<file path="src/rtl/zero_dsp_pkg.sv">
// rtl/zero_dsp_pkg.sv - shared coefficient codes, transmitter states and saturating negate
package zero_dsp_pkg;

    localparam logic [1:0] COEF_ZERO = 2'b00;
    localparam logic [1:0] COEF_POS  = 2'b01;
    localparam logic [1:0] COEF_NEG  = 2'b11;
    localparam logic [1:0] COEF_RSVD = 2'b10;

    typedef enum logic [1:0] {
        IDLE,
        CHIP,
        GAP,
        DONE
    } tx_state_t;

    // Two's-complement negate of the low 'width' bits of a (width <= 64).
    // The most negative value has no positive twin, so it clamps to the
    // largest positive value instead of wrapping back onto itself.
    function automatic logic [63:0] sat_negate(input logic [63:0] a, input int unsigned width);
        logic [63:0] mask;
        logic [63:0] min_neg;
        mask    = (width >= 64) ? '1 : ((64'd1 << width) - 64'd1);
        min_neg = 64'd1 << (width - 1);
        if ((a & mask) == min_neg) begin
            sat_negate = min_neg - 64'd1;
        end else begin
            sat_negate = (~a + 64'd1) & mask;
        end
    endfunction

endpackage

</file>
<file path="src/rtl/ternary_chip_mapper.sv">
// rtl/ternary_chip_mapper.sv - combinational ternary chip to signed sample mapper
//
// Ports:
//   coef      - 2-bit ternary chip code (01=+1, 11=-1, 00/10=0)
//   amplitude - signed chip amplitude A
//   sample    - +A, saturated -A, or 0
module ternary_chip_mapper
    import zero_dsp_pkg::*;
#(
    parameter int DATA_WIDTH = 16
) (
    input  logic [1:0]            coef,
    input  logic [DATA_WIDTH-1:0] amplitude,
    output logic [DATA_WIDTH-1:0] sample
);

    logic [63:0]            neg_wide;
    logic [DATA_WIDTH-1:0]  neg_amp;
    logic [63-DATA_WIDTH:0] unused_neg_hi;

    assign neg_wide      = sat_negate(64'(amplitude), DATA_WIDTH);
    assign neg_amp       = neg_wide[DATA_WIDTH-1:0];
    assign unused_neg_hi = neg_wide[63:DATA_WIDTH];

    always_comb begin
        sample = '0;
        case (coef)
            COEF_POS: sample = amplitude;
            COEF_NEG: sample = neg_amp;
            default:  sample = '0;
        endcase
    end

endmodule

</file>
<file path="src/rtl/ternary_code_transmitter.sv">
// rtl/ternary_code_transmitter.sv - ternary code burst transmitter on an AXI-Stream master
//
// Ports:
//   clk, rst_n            - clock, asynchronous active-low reset
//   cfg_*                 - burst configuration, captured when start is accepted in IDLE
//   start, abort          - burst request / burst termination
//   m_axis_t*             - sample stream (tlast on last sample of each pulse)
//   m_axis_tuser          - only with ZD_TX_TUSER_EN: {gap flag, chip index}
//   status_busy/done      - not-IDLE flag, one-cycle normal completion pulse
//   status_pulse_cnt      - pulses completed in the current or last burst (saturating)
// Optional feature macro: ZD_TX_TUSER_EN
module ternary_code_transmitter
    import zero_dsp_pkg::*;
#(
    parameter int DATA_WIDTH  = 16,
    parameter int COEF_WIDTH  = 2,
    parameter int CODE_LENGTH = 64,
    parameter int OSR_WIDTH   = 5,
    parameter int CNT_WIDTH   = 16
) (
    input  logic                              clk,
    input  logic                              rst_n,
    input  logic [CODE_LENGTH*COEF_WIDTH-1:0] cfg_coefficients,
    input  logic [DATA_WIDTH-1:0]             cfg_amplitude,
    input  logic [OSR_WIDTH-1:0]              cfg_osr,
    input  logic [CNT_WIDTH-1:0]              cfg_num_pulses,
    input  logic [CNT_WIDTH-1:0]              cfg_gap,
    input  logic                              start,
    input  logic                              abort,
    output logic [DATA_WIDTH-1:0]             m_axis_tdata,
    output logic                              m_axis_tvalid,
    input  logic                              m_axis_tready,
    output logic                              m_axis_tlast,
`ifdef ZD_TX_TUSER_EN
    output logic [$clog2(CODE_LENGTH):0]      m_axis_tuser,
`endif
    output logic                              status_busy,
    output logic                              status_done,
    output logic [CNT_WIDTH-1:0]              status_pulse_cnt
);

    localparam int             IDX_W     = (CODE_LENGTH > 1) ? $clog2(CODE_LENGTH) : 1;
    localparam logic [IDX_W-1:0] LAST_CHIP = IDX_W'(CODE_LENGTH - 1);

    tx_state_t state, nxt_state;

    logic [CODE_LENGTH*COEF_WIDTH-1:0] coef_q;
    logic [DATA_WIDTH-1:0]             amp_q;
    logic [OSR_WIDTH-1:0]              osr_q;
    logic [CNT_WIDTH-1:0]              num_pulses_q, gap_q;

    // Position of the beat currently held in the output register.
    logic [IDX_W-1:0]     chip_idx, nxt_chip;
    logic [OSR_WIDTH-1:0] osr_cnt, nxt_osr;
    logic [CNT_WIDTH-1:0] gap_cnt, nxt_gap;
    logic [CNT_WIDTH-1:0] pulse_cnt, nxt_pulse_cnt, pulse_cnt_inc;
    logic                 abort_q, nxt_abort;
    logic                 nxt_valid, nxt_last, launch, accept, more_pulses;

    logic [DATA_WIDTH-1:0]             tdata_q, nxt_data, mapped;
    logic                              tvalid_q, tlast_q;
    logic [CODE_LENGTH*COEF_WIDTH-1:0] coef_src;
    logic [DATA_WIDTH-1:0]             amp_src;
    logic [OSR_WIDTH-1:0]              cfg_osr_eff, osr_src;

    assign cfg_osr_eff   = (cfg_osr == '0) ? OSR_WIDTH'(1) : cfg_osr;
    // While IDLE the first beat is built straight from the cfg inputs so it
    // can be registered on the same edge that accepts start.
    assign coef_src      = (state == IDLE) ? cfg_coefficients : coef_q;
    assign amp_src       = (state == IDLE) ? cfg_amplitude : amp_q;
    assign osr_src       = (state == IDLE) ? cfg_osr_eff : osr_q;
    assign accept        = tvalid_q && m_axis_tready;
    assign pulse_cnt_inc = (pulse_cnt == '1) ? pulse_cnt : pulse_cnt + 1'b1;
    assign more_pulses   = ({1'b0, pulse_cnt} + {{CNT_WIDTH{1'b0}}, 1'b1}) < {1'b0, num_pulses_q};

    ternary_chip_mapper #(.DATA_WIDTH(DATA_WIDTH)) u_mapper (
        .coef      (coef_src[2*nxt_chip +: 2]),
        .amplitude (amp_src),
        .sample    (mapped)
    );

    always_comb begin
        nxt_state     = state;
        nxt_chip      = chip_idx;
        nxt_osr       = osr_cnt;
        nxt_gap       = gap_cnt;
        nxt_pulse_cnt = pulse_cnt;
        nxt_abort     = abort_q;
        nxt_valid     = tvalid_q;
        launch        = 1'b0;
        case (state)
            IDLE: begin
                if (start) begin
                    launch        = 1'b1;
                    nxt_pulse_cnt = '0;
                    nxt_abort     = 1'b0;
                    nxt_chip      = LAST_CHIP;
                    nxt_osr       = '0;
                    if (cfg_num_pulses == '0) begin
                        nxt_state = DONE;
                    end else begin
                        nxt_state = CHIP;
                        nxt_valid = 1'b1;
                    end
                end
            end
            CHIP, GAP: begin
                if (abort || abort_q) begin
                    // A beat already presented must complete its handshake.
                    if (tvalid_q && !m_axis_tready) begin
                        nxt_abort = 1'b1;
                    end else begin
                        nxt_state = IDLE;
                        nxt_valid = 1'b0;
                        nxt_abort = 1'b0;
                        if (accept && tlast_q) nxt_pulse_cnt = pulse_cnt_inc;
                    end
                end else if (accept) begin
                    if (state == GAP) begin
                        if (gap_cnt == gap_q - 1'b1) begin
                            nxt_state = CHIP;
                            nxt_chip  = LAST_CHIP;
                            nxt_osr   = '0;
                        end else begin
                            nxt_gap = gap_cnt + 1'b1;
                        end
                    end else if (osr_cnt != osr_q - 1'b1) begin
                        nxt_osr = osr_cnt + 1'b1;
                    end else if (chip_idx != '0) begin
                        nxt_chip = chip_idx - 1'b1;
                        nxt_osr  = '0;
                    end else begin
                        nxt_pulse_cnt = pulse_cnt_inc;
                        if (!more_pulses) begin
                            nxt_state = DONE;
                            nxt_valid = 1'b0;
                        end else if (gap_q != '0) begin
                            nxt_state = GAP;
                            nxt_gap   = '0;
                        end else begin
                            nxt_chip = LAST_CHIP;
                            nxt_osr  = '0;
                        end
                    end
                end
            end
            DONE: nxt_state = IDLE;
            default: nxt_state = IDLE;
        endcase
        nxt_data = (nxt_valid && nxt_state == CHIP) ? mapped : '0;
        nxt_last = nxt_valid && (nxt_state == CHIP) && (nxt_chip == '0)
                   && (nxt_osr == osr_src - 1'b1);
    end

    always_ff @(posedge clk or negedge rst_n) begin
        if (!rst_n) begin
            state        <= IDLE;
            coef_q       <= '0;
            amp_q        <= '0;
            osr_q        <= '0;
            num_pulses_q <= '0;
            gap_q        <= '0;
            chip_idx     <= '0;
            osr_cnt      <= '0;
            gap_cnt      <= '0;
            pulse_cnt    <= '0;
            abort_q      <= 1'b0;
            tdata_q      <= '0;
            tvalid_q     <= 1'b0;
            tlast_q      <= 1'b0;
        end else begin
            state     <= nxt_state;
            chip_idx  <= nxt_chip;
            osr_cnt   <= nxt_osr;
            gap_cnt   <= nxt_gap;
            pulse_cnt <= nxt_pulse_cnt;
            abort_q   <= nxt_abort;
            tdata_q   <= nxt_data;
            tvalid_q  <= nxt_valid;
            tlast_q   <= nxt_last;
            if (launch) begin
                coef_q       <= cfg_coefficients;
                amp_q        <= cfg_amplitude;
                osr_q        <= cfg_osr_eff;
                num_pulses_q <= cfg_num_pulses;
                gap_q        <= cfg_gap;
            end
        end
    end

`ifdef ZD_TX_TUSER_EN
    logic [IDX_W:0] tuser_q;
    always_ff @(posedge clk or negedge rst_n) begin
        if (!rst_n) begin
            tuser_q <= '0;
        end else if (!nxt_valid) begin
            tuser_q <= '0;
        end else if (nxt_state == GAP) begin
            tuser_q <= {1'b1, {IDX_W{1'b0}}};
        end else begin
            tuser_q <= {1'b0, nxt_chip};
        end
    end
    assign m_axis_tuser = tuser_q;
`endif

    assign m_axis_tdata     = tdata_q;
    assign m_axis_tvalid    = tvalid_q;
    assign m_axis_tlast     = tlast_q;
    assign status_busy      = (state != IDLE);
    assign status_done      = (state == DONE);
    assign status_pulse_cnt = pulse_cnt;

endmodule

</file>
<file path="config.mk">
export PLATFORM = sky130hd
export DESIGN_NAME = ternary_code_transmitter
export DESIGN_NICKNAME = d
export VERILOG_FILES = /design/src/rtl/zero_dsp_pkg.sv /design/src/rtl/ternary_chip_mapper.sv /design/src/rtl/ternary_code_transmitter.sv
export SDC_FILE = /design/constraint.sdc
export NUM_CORES = 1
export LEC_CHECK = 0
export CAP_MARGIN = 30
export CORE_MARGIN = 2
export CORE_UTILIZATION = 60
export DETAILED_ROUTE_END_ITERATION = 16
export PLACE_DENSITY_LB_ADDON = 0.12
export REMOVE_ABC_BUFFERS = 1
export SKIP_CTS_REPAIR_TIMING = 1
export SYNTH_ARGS = -nofsm -noshare
export SYNTH_HDL_FRONTEND = slang
export SYNTH_SLANG_ARGS = --single-unit
</file>
<file path="constraint.sdc">
create_clock -name clk -period 8.4 [get_ports clk]
set_input_delay 1.68 -clock clk [delete_from_list [all_inputs] [get_ports clk]]
set_output_delay 1.68 -clock clk [all_outputs]
set_load 0.03 [all_outputs]
</file>
==> impl_metrics.json <==
{
  "layout-drive-gt1-share": 0.0677,
  "ant_nets": 0,
  "synth_flop_cell": "dfrtp_1",
  "ys_async_sr_fraction": 1.00,
  "insertion_delay_ns": 0.56,
  "yosysUniqueCellTypes": 85,
  "power.density_nw_per_um2": 409,
  "overflow": 0,
  "crit_fanout": 69,
  "syn2layout_area_growth_pct": 22.5,
  "crit_type": "reg2reg",
  "core-area_um2": 24200,
  "die_area_um2": 25700,
  "grt_pass1_vias": 13500,
  "worstPathRequired_ns": 8.76,
  "reg2reg_from": "status_pulse_cnt[3]$_DFFE_PN0P_",
  "crit_path_top_delay_cell": "a2bb2oi_2",
  "synth_area_um2": 14700,
  "setup_viol": 0,
  "start_util": 0.607,
  "finClkSkew_ns": 0.0203,
  "cap_viol_max_count": 0,
  "die_h_um": 160,
  "io_pins": 222,
  "n_fill_cell": 1744,
  "maxSlewHeadroom": 0.257,
  "power.total_w": 0.00735,
  "synth-seq-area-share": 0.418,
  "end_kind": "register",
  "firstDrtPassIters": 5,
  "vias": 13400,
  "crit_start": "status_pulse_cnt[3]$_DFFE_PN0P_",
  "htree_levels": 1,
  "dp_hpwl_um": 28600,
  "min_path_type": "reg2reg",
  "cp_cell_sequence": "and4_1 -> nand2_1 -> nor2_1 -> nand2_1 -> nor3_1 -> xor2_1 -> ha_1 -> nand3_1 -> o211ai_1 -> nor2_1 -> nand4b_1 -> a211oi_1 -> o21ai_0 -> a41o_1 -> inv_6 -> mux4_2 -> a22oi_1 -> o211ai_1 -> o311a_1 -> a2bb2oi_2 -> a221oi_1",
  "finalHoldViolCount": 0,
  "stdcell_count": 2245,
  "vdd_drop_max_mv": 0.251,
  "yosys_warnings": 0,
  "vias_per_cell": 5.97,
  "final_nets": 2113,
  "clock_path_buffers": 3,
  "utilization": 0.744,
  "status": "finished, final reports clean",
  "power.leakage_nw": 8.23,
  "clk_pin_slew_ns": 0.06,
  "finalCritPeriodShare": 0.846,
  "gp_congestion": 0.913,
  "cts_sinks": 245,
  "start_kind": "register",
  "synth_edf_count": 0,
  "worst_pin_slew_ns": 1.11,
  "synth-seq-cells": 245,
  "drc": 0,
  "drt_iter0_drc": 1312,
  "dpl.cell_count": 2192,
  "io_buffers": 221,
  "avgSynthCellArea_um2": 8.46,
  "fmax_ghz": 0.141,
  "cts_buffers": 27,
  "post-place-ws_ns": 1.40,
  "final.min_clock_period_ns": 7.10,
  "cp_slowest_stage_delay_ns": 0.77,
  "cts_tree": "built",
  "setup_ws_ns": 1.30,
  "grtUsageTotal": 0.320,
  "grt_pass1_wl_um": 67400,
  "hp-start": "coef_q[27]$_DFFE_PN0P_",
  "die_w_um": 160,
  "grt_setup_unrepaired": "false",
  "cts_root_buffer": "clkbuf_16",
  "antenna_found_initial": 1,
  "fp-row-count": 57,
  "grt_max_degree": 100,
  "arrival_ns": 7.47,
  "slew_viol_final": 0,
  "wl_per_cell_um": 18.4,
  "drt_wl_total_um": 41200,
  "syn_inst": 1734
}
per-layer routing:
layer  wire length [um]  up-vias  GRT usage
li1                   -     6324          -
met1              16800     6404      0.423
met2              20100      587      0.540
met3               2990       95     0.0517
met4               1420        0      0.114
met5                  0        -          0
worst max-delay path, delay by kind of cell (launching register included):
| kind | cells | cell delay [ns] |
|---|---|---|
| buffers and inverters | 1 | 0.68 |
| muxes | 1 | 0.40 |
| DFF | 1 | 0.45 |
| and+or+nand+nor | 8 | 1.52 |
| AOI/OAI and AO/OA | 9 | 3.28 |
| xor gates and xnor gates | 1 | 0.23 |
| adders and majority gates | 1 | 0.29 |
metrics by stage:
| stage | TNS, ns | area (um2) | hold WS, ns |
|---|---|---|---|
| after floorplan | -22.10 | 14200 | 0.438 |
| after global placement | 0 | 16900 | 0.452 |
| after detailed placement | 0 | 17000 | 0.459 |
| after CTS | 0 | 17900 | 0.473 |
| after global routing | 0 | 18000 | 0.495 |
| final | 0 | 18000 | 0.471 |
sequential cells by signal, summed over array words and instances (netlist names), 2 cells and up:
name	cells
amp_q	16
chip_idx	6
coef_q	128
gap_cnt	16
gap_q	16
m_axis_tdata	16
num_pulses_q	16
osr_cnt	5
osr_q	5
state	2
status_pulse_cnt	16
report_power, final:
| group | internal [W] | switching [W] |
|---|---|---|
| Clock | 0.000726 | 0.000499 |
| Combinational | 0.00158 | 0.00248 |
| Sequential | 0.00169 | 0.000380 |
| Total | 0.00399 | 0.00336 |
worst paths after layout:
path                                             end  cells after the start  slack [ns]
setup / recovery           m_axis_tdata[3]$_DFF_PN0_                     21        1.30
hold / removal                coef_q[27]$_DFFE_PN0P_                      2        0.47
setup reg to reg           m_axis_tdata[3]$_DFF_PN0_                     21        1.30
hold reg to reg               coef_q[27]$_DFFE_PN0P_                      2        0.47
max in group asynchronous       amp_q[1]$_DFFE_PN0P_                      3        6.06
min in group asynchronous     coef_q[93]$_DFFE_PN0P_                      1        1.14
layout make-up:
| type | count | area, um2 | area share |
|---|---|---|---|
| clock inverters | 9 | 146 | 0.00814 |
| flip-flops and latches | 245 | 6130 | 0.341 |
| diodes | 1 | 2.50 | 0.000139 |
| clock buffers | 40 | 764 | 0.0425 |
| repair buffers | 238 | 2430 | 0.135 |
| multi-input cells | 1344 | 7930 | 0.441 |
| inverters | 44 | 170 | 0.00946 |
| well taps | 324 | 405 | 0.0225 |
placed cells by master (no fill, tap or decap), drive strengths merged, types with 38 or more instances in the layout:
cell type | synthesis | routed
clkdlybuf4s50 | 0 | 220
dfrtp | 245 | 245
nand2 | 640 | 640
clkbuf | 70 | 40
nor2 | 76 | 76
a21oi | 38 | 38
nand3 | 57 | 57
o21ai | 71 | 71
inv | 43 | 44
mux2i | 47 | 47
synth_stat cells (5+ instances only):
cell         n  area, um2
and3_1      16        100
a22oi_1     11       82.6
nor4_1      15       93.8
ha_1        27        338
nor2b_1      6       37.5
buf_4        5       37.5
mux2_2      10        113
dfrtp_1    245       6130
o2111ai_1   11       96.3
buf_2        7       35.0
or3_1       12       75.1
a21oi_1     38        190
nand3_1     57        285
nand4_1     21        131
mux4_2      36        811
buf_1       11       41.3
nor2_1      75        282
a221oi_1     7       61.3
xor2_1      22        193
a22o_1       8       70.1
nor3_1      31        155
inv_1       42        158
a31oi_1     13       81.3
buf_6        7       78.8
clkbuf_1    69        259
nand2b_1    15       93.8
nand2_1    638       2390
mux2i_1     47        470
o211ai_1    13       97.6
o21ai_0     71        355
a21o_1       5       37.5
xnor2_1     28        245
o22ai_1     10       62.6
cells by family (layout without fill, tap and decap cells):
family / after synthesis / count (layout) / share of synthesized area
compound gates: 248 / 248 / 0.118
fa+ha+maj: 27 / 27 / 0.0230
flops: 245 / 245 / 0.418
buf+inv: 145 / 331 / 0.0437
xor+xnor: 51 / 51 / 0.0315
mux: 94 / 94 / 0.0957
other cells: 0 / 1 / 0
simple gates: 924 / 924 / 0.270
(Power assumes the default switching activity.)
==> edit (config.mk and constraints unchanged) <==
Put a register stage on the outputs `status_busy` and `status_done`, cleared by the reset. The values now appear one clock later. The other outputs are not delayed to match. Comments in the files are not updated.
--- a/src/rtl/ternary_code_transmitter.sv
+++ b/src/rtl/ternary_code_transmitter.sv
@@ -208,6 +208,13 @@
     assign m_axis_tvalid    = tvalid_q;
     assign m_axis_tlast     = tlast_q;
-    assign status_busy      = (state != IDLE);
-    assign status_done      = (state == DONE);
+    always_ff @(posedge clk or negedge rst_n) begin
+        if (!rst_n) begin
+            status_busy <= '0;
+            status_done <= '0;
+        end else begin
+            status_busy <= (state != IDLE);
+            status_done <= (state == DONE);
+        end
+    end
     assign status_pulse_cnt = pulse_cnt;
 
Function: changed (Yosys sat finds a counterexample within 4 cycles, from zero or initial values and one cycle with rst_n low).
==> edit against the unedited design <==
Routed wire length is 13% lower. Global-route usage is 4.3 points lower. Setup slack improved by 0.90 ns. Count of clock-buffer cells in the layout increased by 4. Largest power group unchanged. Core utilization decreased by 0.092 points. Combinational power fell by 14%. Total power fell by 8.6%. Synthesized area is 1.1% higher. Design area rose by 0.47%. Clock skew about the same. Sequential cell count is 2 higher. Cell count is 18% lower. Non-clock buffer count fell by 7.
==> edit: results (changes against the unedited design) <==
- Sequential-to-total area share from yosys stat: 41.7% (-0.10 points)
- Delay-heaviest family, CP: simple AND/OR/NAND/NOR gates
- Status: complete, no violations
- CP max-delay cell: a311oi_2
- Synth Area in Compound Gates: 10.7% (-1.1 points)
- Aggregate routed wire length: 35800 µm (-13%)
- Synth area leaders: dfrtp_1 42%, mux2_2 15%, mux2i_1 6.1%, mux4_2 5.2%, nand2_1 2.7%
- Initial antenna violation count: 5 (+4)
- Clock buffers: 44 (+10%)
- Count of cell types in the netlist: 86 (+1.2%)
- Top sig layer: met5
- Most frequent cells after synthesis: 247 x dfrtp_1, 195 x mux2_2, 108 x nand2_1
- Inverters excl. clock: 39 (-11%)
- Nonclk buf count: 231 (-2.9%)
- Hold_ws: 0.502 ns (+0.0315 ns)
- GR Util met1: 38.0% (-4.3 points)
- Met3 WL post-DR: 2340 µm (-22%)
- Clock Skews: 0.0203 ns (+0.0000530 ns)
- Reg-to-Reg End: m_axis_tdata[4]
- Adder-Cell Fraction of Synth Area: 2.28% (-0.024 points)
- Worst Hold Launch: amp_q[15]
- HPWL after detailed placement: 24800 µm (-13%)
- Clock power frac: 18.0% (+1.3 points)
- Sequential Area: 6180 µm² (+0.82%)
- R2r setup slk: 2.19 ns (+0.90 ns)
- Reg2reg start: status_pulse_cnt[2]
- Pre-CTS setup slack: 2.01 ns (+0.613 ns)
- Pwr/cell area: 372 nW/µm² (-9.0%)
- R2R cell count: 22 (+4.8%)
- DP Cell Count: 1799 (-18%)
## edit: changes by cell type after synthesis, sizes merged, moves of 9 or more
cell and delta:
clkbuf -26, mux2 +187, mux2i +43, nand2 -530
nand2b -9, nand3 -19, nor3 -16, o2111ai -9
or3 -9
## edit: worst max path at each step
| stage | to | startpoint | slack [ns] | cells after the start |
|---|---|---|---|---|
| 3_3_place_gp | m_axis_tdata[0] | abort | 2.21 | 15 |
| 6_report | m_axis_tdata[4] | status_pulse_cnt[2] | 2.19 | 22 |
| 3_5_place_dp | m_axis_tdata[4] | abort | 2.01 | 15 |
| 2_1_floorplan | m_axis_tdata[2] | state[0] | 1.07 | 14 |
| 4_1_cts | m_axis_tdata[4] | status_pulse_cnt[2] | 2.31 | 22 |
| 5_1_grt | m_axis_tdata[4] | status_pulse_cnt[2] | 1.84 | 23 |
